**src/rtl/uart_rx_byte.sv**
```systemverilog
// ---------------------------------------------------------------------------
// uart_rx_byte
//
// Purpose:
//   Serial receiver for the Basys3 USB-UART bridge line. Turns an
//   asynchronous serial stream into parallel bytes for the downstream
//   byte-to-bit LED splitter. The last correctly framed byte is held on
//   o_byte. One-cycle strobes mark a good byte or a framing error.
//
//   Default frame: 8N1 (start, 8 data bits LSB first, stop).
//   Optional macro UART_RX_PARITY_EN: when it is defined the frame becomes
//   8E1. An even-parity bit sits between the data bits and the stop bit.
//   A parity mismatch is reported as a framing error.
//
// Parameters:
//   CLKS_PER_BIT  clock cycles per serial bit (4..65535), default 868
//                 (100 MHz / 115200 baud)
//   SYNC_STAGES   synchroniser depth on i_rx (2..4), default 2
//
// Ports:
//   i_clk        system clock, rising edge
//   i_rst_n      asynchronous active-low reset
//   i_rx         raw serial line, idles high, asynchronous to i_clk
//   o_byte       last correctly framed byte, bit 0 = first data bit
//   o_valid      one-cycle pulse when o_byte is updated
//   o_frame_err  one-cycle pulse on a bad stop bit (or bad parity)
//   o_busy       high from start-bit detection until return to IDLE
// ---------------------------------------------------------------------------
module uart_rx_byte #(
  parameter int CLKS_PER_BIT = 868,
  parameter int SYNC_STAGES  = 2
) (
  input  logic       i_clk,
  input  logic       i_rst_n,
  input  logic       i_rx,
  output logic [7:0] o_byte,
  output logic       o_valid,
  output logic       o_frame_err,
  output logic       o_busy
);

  localparam int TIMER_W = $clog2(CLKS_PER_BIT);

  // The timer restarts at zero on the edge that enters a state. It therefore
  // reaches (N-1) on the N-th edge spent in that state.
  localparam logic [TIMER_W-1:0] MID_LAST = TIMER_W'(CLKS_PER_BIT / 2 - 1);
  localparam logic [TIMER_W-1:0] BIT_LAST = TIMER_W'(CLKS_PER_BIT - 1);
  localparam logic [TIMER_W-1:0] TIMER_ONE = TIMER_W'(1);

`ifdef UART_RX_PARITY_EN
  typedef enum logic [2:0] {
    IDLE,
    START,
    DATA,
    PARITY,
    STOP,
    WAIT_IDLE
  } state_t;
`else
  typedef enum logic [2:0] {
    IDLE,
    START,
    DATA,
    STOP,
    WAIT_IDLE
  } state_t;
`endif

  state_t               state;
  logic [TIMER_W-1:0]   timer;
  logic [2:0]           bit_idx;
  logic [7:0]           shift_reg;
  logic [SYNC_STAGES-1:0] sync_q;
  logic                 rx_s;
`ifdef UART_RX_PARITY_EN
  logic                 parity_err;
`endif

  // Bring the asynchronous line into the clock domain. The flops reset to 1,
  // which is the idle level of the line. A line held low during reset then
  // cannot look like a start bit the moment reset is released.
  always_ff @(posedge i_clk or negedge i_rst_n) begin
    if (!i_rst_n) begin
      sync_q <= '1;
    end else begin
      sync_q <= {sync_q[SYNC_STAGES-2:0], i_rx};
    end
  end

  assign rx_s = sync_q[SYNC_STAGES-1];

  // Receive FSM with registered outputs.
  //
  // The start bit is re-checked at its middle, so short low glitches are
  // rejected. Every later bit is sampled one full bit period after the
  // previous sample, which keeps all samples at mid-bit.
  //
  // The strobes default low every cycle, so each one lasts exactly one
  // cycle. They are set on the mid-stop sample edge. Valid and error are
  // set in exclusive branches, so they can never be high together.
  //
  // After a bad stop bit the FSM parks in WAIT_IDLE until the line goes
  // high again. A held break therefore reports one error, not a stream of
  // them.
  always_ff @(posedge i_clk or negedge i_rst_n) begin
    if (!i_rst_n) begin
      state       <= IDLE;
      timer       <= '0;
      bit_idx     <= '0;
      shift_reg   <= '0;
      o_byte      <= '0;
      o_valid     <= 1'b0;
      o_frame_err <= 1'b0;
      o_busy      <= 1'b0;
`ifdef UART_RX_PARITY_EN
      parity_err  <= 1'b0;
`endif
    end else begin
      o_valid     <= 1'b0;
      o_frame_err <= 1'b0;

      case (state)
        IDLE: begin
          if (!rx_s) begin
            state  <= START;
            timer  <= '0;
            o_busy <= 1'b1;
          end
        end

        START: begin
          if (timer == MID_LAST) begin
            timer <= '0;
            if (rx_s) begin
              state  <= IDLE;
              o_busy <= 1'b0;
            end else begin
              state   <= DATA;
              bit_idx <= '0;
            end
          end else begin
            timer <= timer + TIMER_ONE;
          end
        end

        DATA: begin
          if (timer == BIT_LAST) begin
            timer     <= '0;
            shift_reg <= {rx_s, shift_reg[7:1]};
            bit_idx   <= bit_idx + 3'd1;
            if (bit_idx == 3'd7) begin
`ifdef UART_RX_PARITY_EN
              state <= PARITY;
`else
              state <= STOP;
`endif
            end
          end else begin
            timer <= timer + TIMER_ONE;
          end
        end

`ifdef UART_RX_PARITY_EN
        // Even parity: the parity bit makes the count of ones across the
        // data bits and the parity bit even.
        PARITY: begin
          if (timer == BIT_LAST) begin
            timer      <= '0;
            parity_err <= rx_s ^ (^shift_reg);
            state      <= STOP;
          end else begin
            timer <= timer + TIMER_ONE;
          end
        end
`endif

        STOP: begin
          if (timer == BIT_LAST) begin
            timer <= '0;
`ifdef UART_RX_PARITY_EN
            if (rx_s && !parity_err) begin
`else
            if (rx_s) begin
`endif
              o_byte  <= shift_reg;
              o_valid <= 1'b1;
              o_busy  <= 1'b0;
              state   <= IDLE;
            end else begin
              o_frame_err <= 1'b1;
              state       <= WAIT_IDLE;
            end
          end else begin
            timer <= timer + TIMER_ONE;
          end
        end

        WAIT_IDLE: begin
          if (rx_s) begin
            state  <= IDLE;
            o_busy <= 1'b0;
          end
        end

        default: begin
          state  <= IDLE;
          timer  <= '0;
          o_busy <= 1'b0;
        end
      endcase
    end
  end

endmodule

```
**config.mk**
```make
export PLATFORM = sky130hd
export DESIGN_NAME = uart_rx_byte
export DESIGN_NICKNAME = d
export VERILOG_FILES = /design/src/rtl/uart_rx_byte.sv
export SDC_FILE = /design/constraint.sdc
export NUM_CORES = 1
export LEC_CHECK = 0
export CAP_MARGIN = 10
export CORE_ASPECT_RATIO = 1.1
export CORE_UTILIZATION = 40
export CTS_BUF_LIST = sky130_fd_sc_hd__clkbuf_8
export DETAILED_ROUTE_END_ITERATION = 12
export DONT_BUFFER_PORTS = 1
export MAX_ROUTING_LAYER = met4
export SLEW_MARGIN = 20
export SYNTH_ARGS = -nofsm -noshare
export SYNTH_HDL_FRONTEND = slang
export SYNTH_SLANG_ARGS = --single-unit
```
**constraint.sdc**
```tcl
create_clock -name i_clk -period 3.75 [get_ports i_clk]
set_clock_uncertainty 0.15 [all_clocks]
set_input_delay 0.5625 -clock i_clk [delete_from_list [all_inputs] [get_ports i_clk]]
set_output_delay 0.5625 -clock i_clk [all_outputs]
set_load 0.1 [all_outputs]
```
==> Word level (Yosys, flattened, before mapping) <==
Index checks and enable logic that the tools add are counted.
{ "word_totals": {"ff_bits": 37, "input_bits": 3, "out_inout_bits": 11, "word_cells": 64} }
{ "op_classes": {"add_sub_neg": 2, "n_eq_ne": 14, "n_mux": 28, "bitwise_logic": 2, "reduce_logical": 9} }
{ "op_table": {"columns": ["cell", "n"], "rows": [
  ["$pmux 10 s4", 1],
  ["$mux 10", 3],
  ["$mux 3", 10],
  ["$pmux 3 s5", 1],
  ["$ne 2x2->1 const B", 7],
  ["$add 10x1->10 const B", 1],
  ["$eq 10x10->1 const B", 1],
  ["$eq 10x9->1 const B", 1],
  ["$mux 1", 10],
  ["$reduce_and 4->1", 2],
  ["$eq 3x2->1 const B", 2],
  ["$eq 3x3->1 const B", 2],
  ["$pmux 3 s2", 1],
  ["$reduce_and 6->1", 1],
  ["$pmux 1 s5", 1],
  ["$reduce_and 2->1", 2],
  ["$add 3x1->3 const B", 1],
  ["$eq 3x1->1 const B", 1],
  ["$logic_not 3->1", 1],
  ["$reduce_and 3->1", 1],
  ["$mux 2", 1],
  ["$not 1->1", 2],
  ["$reduce_bool 2->1", 1],
  ["$reduce_or 2->1", 1]
]} }

==> Logic depth before layout (Yosys ltp) <==
Gate-level depths: netlist of run 1.
{ "depth": {"word_depth": 4, "ltp_mapped": 8, "depth_no_buf": 7} }

==> Least setup slack after synthesis of run 1 <==
No wires, ideal clock.
{ "synth_timing": {"path_type": "register to register", "start": "register timer[0]", "end": "register o_byte[1]", "setup_ns": 0.125, "t_arrival_ns": 1.798, "required_time_ns": 3.475, "slack_ns": 1.677, "stages_incl_launch_ff": 7, "path_buffers": 1, "period_less_slack_ns": 2.073, "cell_sequence": "dfrtp_1 ha_1 and4bb_2 and4_1 and4_1 buf_4 mux2_2"} }
{ "synth_between": {"elab_chain_len": 2} }
{ "synth_lines": {"columns": ["item", "line", "text"], "rows": [
  ["start: declaration", "70", "logic [TIMER_W-1:0] timer;"],
  ["start signal: assignment", "142", "timer <= timer + TIMER_ONE;"],
  ["start signal: assignment", "159", "timer <= timer + TIMER_ONE;"],
  ["start signal: assignment", "194", "timer <= timer + TIMER_ONE;"],
  ["$eq 10x10->1", "178", "if (timer == BIT_LAST) begin"],
  ["$reduce_and 3->1 (no source line)", null, null],
  ["end signal: assignment", "185", "o_byte <= shift_reg;"],
  ["end: declaration", "36", "output logic [7:0] o_byte,"]
]} }
Every way passes these cells.
A chain may end at the register's enable or synchronous reset.

==> Worst setup path in the final report of run 1 <==
{ "layout_timing": {"start": "register timer[1]", "end": "register timer[4]"} }
{ "layout_between": {"elab_chain_len": 3, "elab_cells_between_ends": 6, "classes_between": "1 x add/sub; 2 x eq/ne; 3 x mux"} }
{ "layout_lines": {"columns": ["item", "line", "text"], "rows": [
  ["$add 10x1->10, or another cell as far along", "142, 159, 194", null],
  ["$mux 10 (on tied branches)", "147, 178, 132", null],
  ["$pmux 10 s4 *", "122", "case (state)"]
]} }
Every way passes the cells marked *; elsewhere a longest branch is shown, timed or not.

==> reports/qor.txt, run 1 <==
======================================================================================
Run status .............................................................. complete, no violations
IO Pins .................................................................           14
Delay contributed by the slowest stage of the critical path .............      0.62 ns
Highest-count cells in the layout ignoring fill and taps ................ dfrtp_1, mux2_2, nor2_1
Element type at the critical path start .................................     register
Total overflow reported by the global router ............................            0
CTS clk-pin slew, worst paths ...........................................      0.07 ns
DRC violation count after routing .......................................            0
Sequential fraction of the synthesis area ...............................       52.22%
Period utilization ......................................................       67.36%
DRT iter0 DRCs ..........................................................           83
Layout area overhead ....................................................       10.34%
Setup repair after global routing missed its margin .....................        false
Setup-failing EPs final .................................................            0
Placed wire-length estimate after detailed placement ....................      2229 um
Standby leakage power ................................................... 0.0009069 uW
Maximum clock path buffer count .........................................            2
Wire per inst ...........................................................     15.13 um
Number of max-cap violations ............................................            0
Die width ...............................................................     65.57 um
Placer's final routability congestion estimate ..........................       0.8608
Length of routed met2 wiring ............................................      1599 um
# fillers ...............................................................          393
Final design utilization ................................................       45.78%
Antenna Violating Nets Remaining ........................................            0
Worst slew margin relative to its limit .................................       37.74%
Gr usage total ..........................................................       14.85%
Count of TritonRoute iterations in the first routing pass ...............            4
Timing-limited maximum frequency ........................................   0.3959 GHz
Worst Setup Slack, final ................................................     1.224 ns
Synthesized area divided by synthesized cell count ......................    11.70 um2
Clock latency at the later pin of the worst-skew pair ...................      0.29 ns
Max reg flops ...........................................................           10
Pins Over Slew Limit ....................................................            0
Yosys Warn Count ........................................................            0
Y dimension of the die ..................................................     71.93 um
Clock tree root buffer cell .............................................     clkbuf_8
Initial Utilization .....................................................       41.49%
Core outline area .......................................................     4285 um2
Flops & latches, synth ..................................................           37
Worst Path Required .....................................................      3.78 ns
Global-route wire length before repair ..................................      5140 um
Post-Route Setup TNS ....................................................         0 ns
CP Class ................................................................ register to register
Number of global-route vias before repair ...............................         1087
Cell row count ..........................................................           25
Antenna violations before repair ........................................            0
Number of nets in the synthesized netlist ...............................          159
Most frequent standard cell in the layout excluding fill and tap cells ..      dfrtp_1
Sinks on the clock net ..................................................           37
CTS H-tree depth ........................................................            2
Worst-case vdd ir drop ..................................................    0.1428 mV
Worst hold path type .................................................... primary input to register
Worst Path Max Fanout ...................................................           13
Cell Area, Placed .......................................................     1794 um2
Wire length on met3 .....................................................       104 um
Fraction of layout cells with a size suffix above 1 .....................       24.03%
Power density of the placed cells ....................................... 422.7 nW/um2
Number of enable flip-flop cells after synthesis ........................            0
Detailed-route wire length ..............................................      3146 um
Final #Nets .............................................................          160
Library cell with the largest summed area after synthesis ...............      dfrtp_1
Capturing element type of the critical path .............................     register
Antenna cell count ......................................................            0
Primary flip-flop cell chosen by synthesis mapping ......................      dfrtp_1
Maximum number of pins on one net before global-route repair ............           38
CTS tree ................................................................        built
Routed met1 length ......................................................      1397 um
TritonCTS Buffers .......................................................            5
Number of distinct standard cells referenced by the synthesized netlist .           49
Synth async-reset ratio .................................................       100.0%
Highest metal layer used by the detailed router .........................         met4
Cell area after technology mapping ......................................     1778 um2
Post-synth top area share ...............................................       49.26%
Number of hold violations in the final report ...........................            0
Post-cts repair resize count ............................................            0
Hold bufs inserted after CTS ............................................            2
Routed via count divided by cell count ..................................        5.567
Sequence of cells on the critical path .................................. inv_1 -> ha_1 -> nand2b_1 -> or4_4 -> a32oi_2 -> nor3_1 -> a311o_1
Number of vias in the routed layout .....................................         1158
Critical Path AT ........................................................      2.55 ns
Design area .............................................................     1962 um2
Min Tclk post-route .....................................................     2.526 ns
Port Buffer Count .......................................................            0
Measured slew at the worst slew-check pin ...............................    0.9339 ns
Synthesized instance count ..............................................          152
DIE AREA ................................................................     4716 um2
Setup slack after placement .............................................     1.241 ns
Master of the slowest instance on the critical path .....................      a32oi_2
Leading post-synthesis cells by cell area ............................... dfrtp_1, mux2_2, dfstp_2
Setup Fix Bufs, Post-CTS ................................................            0
======================================================================================
[cell type report]
type | instances | area, um2 | share of cell area (%)
inverters | 6 | 22.52 | 1.148
clock inverters | 3 | 68.82 | 3.508
clock buffers | 5 | 68.82 | 3.508
repair buffers | 2 | 30.03 | 1.531
multi-input cells | 101 | 775.7 | 39.54
flip-flops and latches | 37 | 928.4 | 47.32
well taps | 54 | 67.56 | 3.444
[metal layers]
metal	track usage, %	vias up
met5	-	-
met4	5.797	0
met3	3.931	6
met2	24.63	17
met1	17.02	579
li1	-	556
[kinds of logic after synthesis]
kind of cell / count (synthesis) / share of synthesized area (%)
and+or+nand+nor: 48 / 16.05
muxes: 17 / 10.70
AOI/OAI and AO/OA: 31 / 13.51
buffers and inverters: 14 / 4.151
adders and majority gates: 5 / 3.378
DFF: 37 / 52.22
[stage by stage]
stage	total power, uW	hold WS, ns	instances
after floorplan	411.2	0.1169	152
after global placement	411.9	0.1176	198
after detailed placement	411.8	0.1178	198
after CTS	841.2	0.1004	208
after global routing	858.2	0.09450	208
final	829.4	0.1145	208
[final timing paths]
kind / from / to / slack [ns] / depth (start not counted)
worst max-delay path: timer[1] / timer[4] / 1.22 / 7
worst min-delay path: i_rx / sync_q[0] / 0.11 / 0
worst max register to register: timer[1] / timer[4] / 1.22 / 7
worst min register to register: sync_q[0] / sync_q[1] / 0.21 / 0
max in group asynchronous: i_rst_n / sync_q[0] / 2.60 / 2
min in group asynchronous: i_rst_n / state[0] / 0.60 / 2
[critical path: cells and delay by family, from the launching register on]
| kind | cells | cell delay (ns) |
|---|---|---|
| AOI/OAI and AO/OA | 2 | 0.95 |
| and+or+nand+nor | 3 | 0.69 |
| DFF | 1 | 0.40 |
| adders and majority gates | 1 | 0.14 |
| buffers and inverters | 1 | 0.08 |
[Yosys cell counts, types with 3 or more instances]
library cell	number
mux2_2	15
nor3_1	5
nand2_1	6
nand3_1	6
nor3b_1	3
inv_1	6
nor2_1	12
and4_1	3
clkbuf_1	3
a21oi_1	3
o21ai_0	5
a22o_1	3
ha_1	4
o21ai_2	4
a21o_1	3
dfrtp_1	35
[power breakdown]
| group | internal, uW | switching (uW) |
|---|---|---|
| combinational | 3.67 | 8.56 |
| sequential | 401 | 1.55 |
| clock | 268 | 147 |
| total | 672 | 157 |
Power figures use the tool's default switching activity.
==> inputs of run 2 (changes only) <==
- clock period: 3.75 -> 2.3 ns (I/O delays scaled with it)
==> reports/qor.txt, run 2 (synthesis gave the netlist of run 1 again) <==
=====================================================================================
IO Pins ................................................................           14
CTS clk-pin slew, worst paths ..........................................      0.07 ns
Maximum clock path buffer count ........................................            2
Min Tclk post-route ....................................................     2.205 ns
Antenna Violating Nets Remaining .......................................            0
Element type at the critical path start ................................     register
Antenna cell count .....................................................            0
Global-route wire length before repair .................................      5858 um
Count of TritonRoute iterations in the first routing pass ..............            4
Placed wire-length estimate after detailed placement ...................      2424 um
Initial Utilization ....................................................       41.49%
DIE AREA ...............................................................     4716 um2
Sequence of cells on the critical path ................................. ha_1 -> and4bb_2 -> and4_2 -> and4_1 -> buf_4 -> mux2_2
Final #Nets ............................................................          177
DRT iter0 DRCs .........................................................           72
Standby leakage power .................................................. 0.0009972 uW
Capturing element type of the critical path ............................     register
Setup Fix Bufs, Post-CTS ...............................................            0
Worst Path Max Fanout ..................................................            9
Worst slew margin relative to its limit ................................       40.31%
Antenna violations before repair .......................................            0
Worst Setup Slack, final ...............................................   0.09483 ns
Total overflow reported by the global router ...........................            0
Maximum number of pins on one net before global-route repair ...........           38
Delay contributed by the slowest stage of the critical path ............      0.41 ns
Clock tree root buffer cell ............................................     clkbuf_8
Layout area overhead ...................................................       18.93%
Worst hold path type ................................................... register to register
Y dimension of the die .................................................     71.93 um
Cell row count .........................................................           25
CP Class ............................................................... register to register
Fraction of layout cells with a size suffix above 1 ....................       32.75%
Power density of the placed cells ...................................... 645.2 nW/um2
Worst-case vdd ir drop .................................................    0.3122 mV
Clock latency at the later pin of the worst-skew pair ..................      0.29 ns
Setup repair after global routing missed its margin ....................        false
Number of global-route vias before repair ..............................         1217
Measured slew at the worst slew-check pin ..............................    0.8953 ns
Pins Over Slew Limit ...................................................            0
Timing-limited maximum frequency .......................................   0.4535 GHz
Placer's final routability congestion estimate .........................       0.8603
Post-Route Setup TNS ...................................................         0 ns
Port Buffer Count ......................................................            0
Master of the slowest instance on the critical path ....................      dfrtp_1
Die width ..............................................................     65.57 um
Number of vias in the routed layout ....................................         1211
Setup slack after placement ............................................   0.06672 ns
CTS tree ...............................................................        built
Period utilization .....................................................       95.88%
Highest-count cells in the layout ignoring fill and taps ............... dfrtp_1, mux2_2, buf_4
Detailed-route wire length .............................................      3382 um
Wire per inst ..........................................................     15.03 um
Cell Count Post-Placement ..............................................          214
Most frequent standard cell in the layout excluding fill and tap cells .      dfrtp_1
Routed via count divided by cell count .................................        5.382
DRC violation count after routing ......................................            0
Critical Path AT .......................................................      2.23 ns
Run status ............................................................. complete, no violations
CTS H-tree depth .......................................................            2
Gr usage total .........................................................       16.80%
Setup-failing EPs final ................................................            0
Final design utilization ...............................................       49.34%
Final Total Pwr ........................................................      1364 uW
Worst Path Required ....................................................      2.32 ns
Core outline area ......................................................     4285 um2
TritonCTS Buffers ......................................................            5
Number of max-cap violations ...........................................            0
Sinks on the clock net .................................................           37
Number of hold violations in the final report ..........................            0
Max reg flops ..........................................................           10
Post-route insts no fill ...............................................          225
=====================================================================================
-- run 2: final cells by class --
type	instances	area (um2)
fill	377	2171
clock buffer	5	68.82
tap	54	67.56
inverter	6	22.52
multi-input combinational	101	794.5
clock inverter	3	68.82
sequential	37	928.4
timing repair buffer	19	163.9
-- run 2: critical path: cells and delay by family, from the launching register on --
family	cells	cell delay, ns
adders and majority gates	1	0.23
buffers and inverters	1	0.17
DFF	1	0.41
muxes	1	0.34
and+or+nand+nor	3	0.79
-- run 2: through the flow --
step / hold WS [ns] / area, um2
after floorplan: -0.1006 / 1778
after global placement: -0.09972 / 1914
after detailed placement: -0.09978 / 1914
after CTS: 0.2167 / 2092
after global routing: 0.2224 / 2115
final: 0.2159 / 2115
-- run 2: power breakdown --
part	internal, uW	switching, uW
logic	7.12	14.0
clock network	437	251
registers	653	2.49
-- run 2: final timing paths --
check	from	endpoint	slack, ns	depth (start not counted)
min reg2reg	sync_q[0]	sync_q[1]	0.22	0
max	timer[0]	o_byte[4]	0.09	6
max in group asynchronous	i_rst_n	sync_q[1]	1.40	2
min	sync_q[0]	sync_q[1]	0.22	0
max reg2reg	timer[0]	o_byte[4]	0.09	6
min in group asynchronous	i_rst_n	o_busy	0.35	2
-- run 2: metal layers --
| metal | vias to the layer above | global-route usage, % | part of all wire, % |
|---|---|---|---|
| li1 | 594 | - | - |
| met2 | 22 | 24.74 | 45 |
| met1 | 586 | 21.96 | 48 |
| met4 | 0 | 6.522 | 2.3 |
| met5 | - | - | 0 |
| met3 | 9 | 4.560 | 4.1 |
-- run 2: repair_timing --
item	CTS	global route
hold endpoints to repair	38	0
hold buffers	3	0
endpoints found under the setup margin	0	11
resized for setup	0	5
==> inputs of run 3 (changes only) <==
- CORE_UTILIZATION: 40 -> 59
- PLACE_DENSITY: not set -> 0.78
==> reports/qor.txt, run 3 (synthesis gave the netlist of run 1 again) <==
=====================================================================================
Run status ............................................................. complete, no violations
Clock tree root buffer cell ............................................     clkbuf_8
Timing-limited maximum frequency .......................................   0.4520 GHz
Number of global-route vias before repair ..............................         1336
Die width ..............................................................     54.34 um
Core outline area ......................................................     2803 um2
Wire per inst ..........................................................     17.61 um
Maximum number of pins on one net before global-route repair ...........           38
Family with the most delay on the worst path ........................... simple AND/OR/NAND/NOR gates
Master of the slowest instance on the critical path ....................        or4_4
Setup Fix Bufs, Post-CTS ...............................................            0
Count of TritonRoute iterations in the first routing pass ..............            4
Total overflow reported by the global router ...........................            0
Sequence of cells on the critical path ................................. inv_1 -> ha_1 -> nand2b_1 -> or4_4 -> a32oi_4 -> nor3_1 -> a311o_1
Final design utilization ...............................................       74.91%
Clock latency at the later pin of the worst-skew pair ..................      0.29 ns
Worst Path Max Fanout ..................................................            5
DRC violation count after routing ......................................            0
Detailed-route wire length .............................................      3610 um
Period utilization .....................................................       96.20%
Standby leakage power ..................................................  0.001008 uW
Maximum clock path buffer count ........................................            2
Worst hold path type ................................................... register to register
TritonCTS Buffers ......................................................            5
Placed wire-length estimate after detailed placement ...................      2417 um
CTS H-tree depth .......................................................            2
Sinks on the clock net .................................................           37
Placer's final routability congestion estimate .........................       0.9441
Capturing element type of the critical path ............................     register
Most frequent standard cell in the layout excluding fill and tap cells .      dfrtp_1
CP Class ............................................................... register to register
Gr usage total .........................................................       27.06%
Initial Utilization ....................................................       63.44%
Delay contributed by the slowest stage of the critical path ............      0.52 ns
Power density of the placed cells ...................................... 644.2 nW/um2
Layout area overhead ...................................................       18.09%
Element type at the critical path start ................................     register
Number of max-cap violations ...........................................            0
Worst Path Required ....................................................      2.33 ns
Global-route wire length before repair .................................      5989 um
Critical Path AT .......................................................      2.24 ns
Total buffers and inverters traversed by the critical path .............            1
CTS tree ...............................................................        built
Fraction of layout cells with a size suffix above 1 ....................       33.14%
Worst slew margin relative to its limit ................................       37.17%
Cell row count .........................................................           20
Setup-failing EPs final ................................................            0
DRT iter0 DRCs .........................................................           31
Routed via count divided by cell count .................................        6.429
Number of hold violations in the final report ..........................            0
CTS clk-pin slew, worst paths ..........................................      0.07 ns
Antenna Violating Nets Remaining .......................................            0
Max reg flops ..........................................................           10
DIE AREA ...............................................................     3237 um2
Pins Over Slew Limit ...................................................            0
Min Tclk post-route ....................................................     2.213 ns
Measured slew at the worst slew-check pin ..............................    0.9424 ns
Number of vias in the routed layout ....................................         1318
Antenna violations before repair .......................................            0
Antenna cell count .....................................................            0
Port Buffer Count ......................................................            0
Post-Route Setup TNS ...................................................         0 ns
Y dimension of the die .................................................     59.58 um
Highest-count cells in the layout ignoring fill and taps ............... dfrtp_1, mux2_2, buf_4
IO Pins ................................................................           14
Worst-case vdd ir drop .................................................    0.6091 mV
Final #Nets ............................................................          178
Final Total Pwr ........................................................      1352 uW
=====================================================================================
run 3: worst paths after layout:
path,slack (ns),cells after the start,to,from
min reg2reg,0.21,0,sync_q[1],sync_q[0]
max,0.09,7,timer[4],timer[1]
max reg2reg,0.09,7,timer[4],timer[1]
min,0.21,0,sync_q[1],sync_q[0]
max in group asynchronous,1.39,2,sync_q[0],i_rst_n
min in group asynchronous,0.36,2,bit_idx[0],i_rst_n
run 3: final cells by class:
type	instances	area, um2
Timing Repair Buffer	20	168.9
Tap cell	33	41.29
Clock inverter	3	68.82
Clock buffer	5	68.82
Fill cell	185	703.2
Inverter	6	22.52
Multi-Input combinational cell	101	800.8
Sequential cell	37	928.4
run 3: per-layer routing:
layer	wire length [um]	global-route usage (%)	part of all wire (%)
met1	1479	30.81	41
met4	125	15.02	3.5
met2	1822	42.33	50
met3	182	7.179	5.0
met5	0	-	0
run 3: power by group:
part	total, uW	switching [uW]	internal [uW]
logic	21.3	14.2	7.11
clock network	675	239	436
registers	656	2.52	653
run 3: timing repair:
action | CTS | global route
hold buffers | 3 | 0
resized for setup | 0 | 5
hold endpoints to repair | 38 | 0
setup endpoints to repair | 0 | 7
run 3: metrics by stage:
step / worst slack (ns) / cells / hold slack [ns] / instance area [um2]
after CTS: 0.04245 / 204 / 0.2091 / 2066
after detailed placement: 0.08293 / 193 / -0.09984 / 1888
after floorplan: 0.2268 / 152 / -0.1006 / 1778
final: 0.08737 / 205 / 0.2084 / 2100
after global routing: -0.003332 / 205 / 0.2152 / 2100
after global placement: 0.1515 / 193 / -0.09996 / 1888
run 3: worst reg2reg max path: cells and delay by family (launching register included):
kind	cells	cell delay, ns
compound gates	2	0.58
simple gates	3	0.72
fa+ha+maj	1	0.16
flops	1	0.40
buf+inv	1	0.09
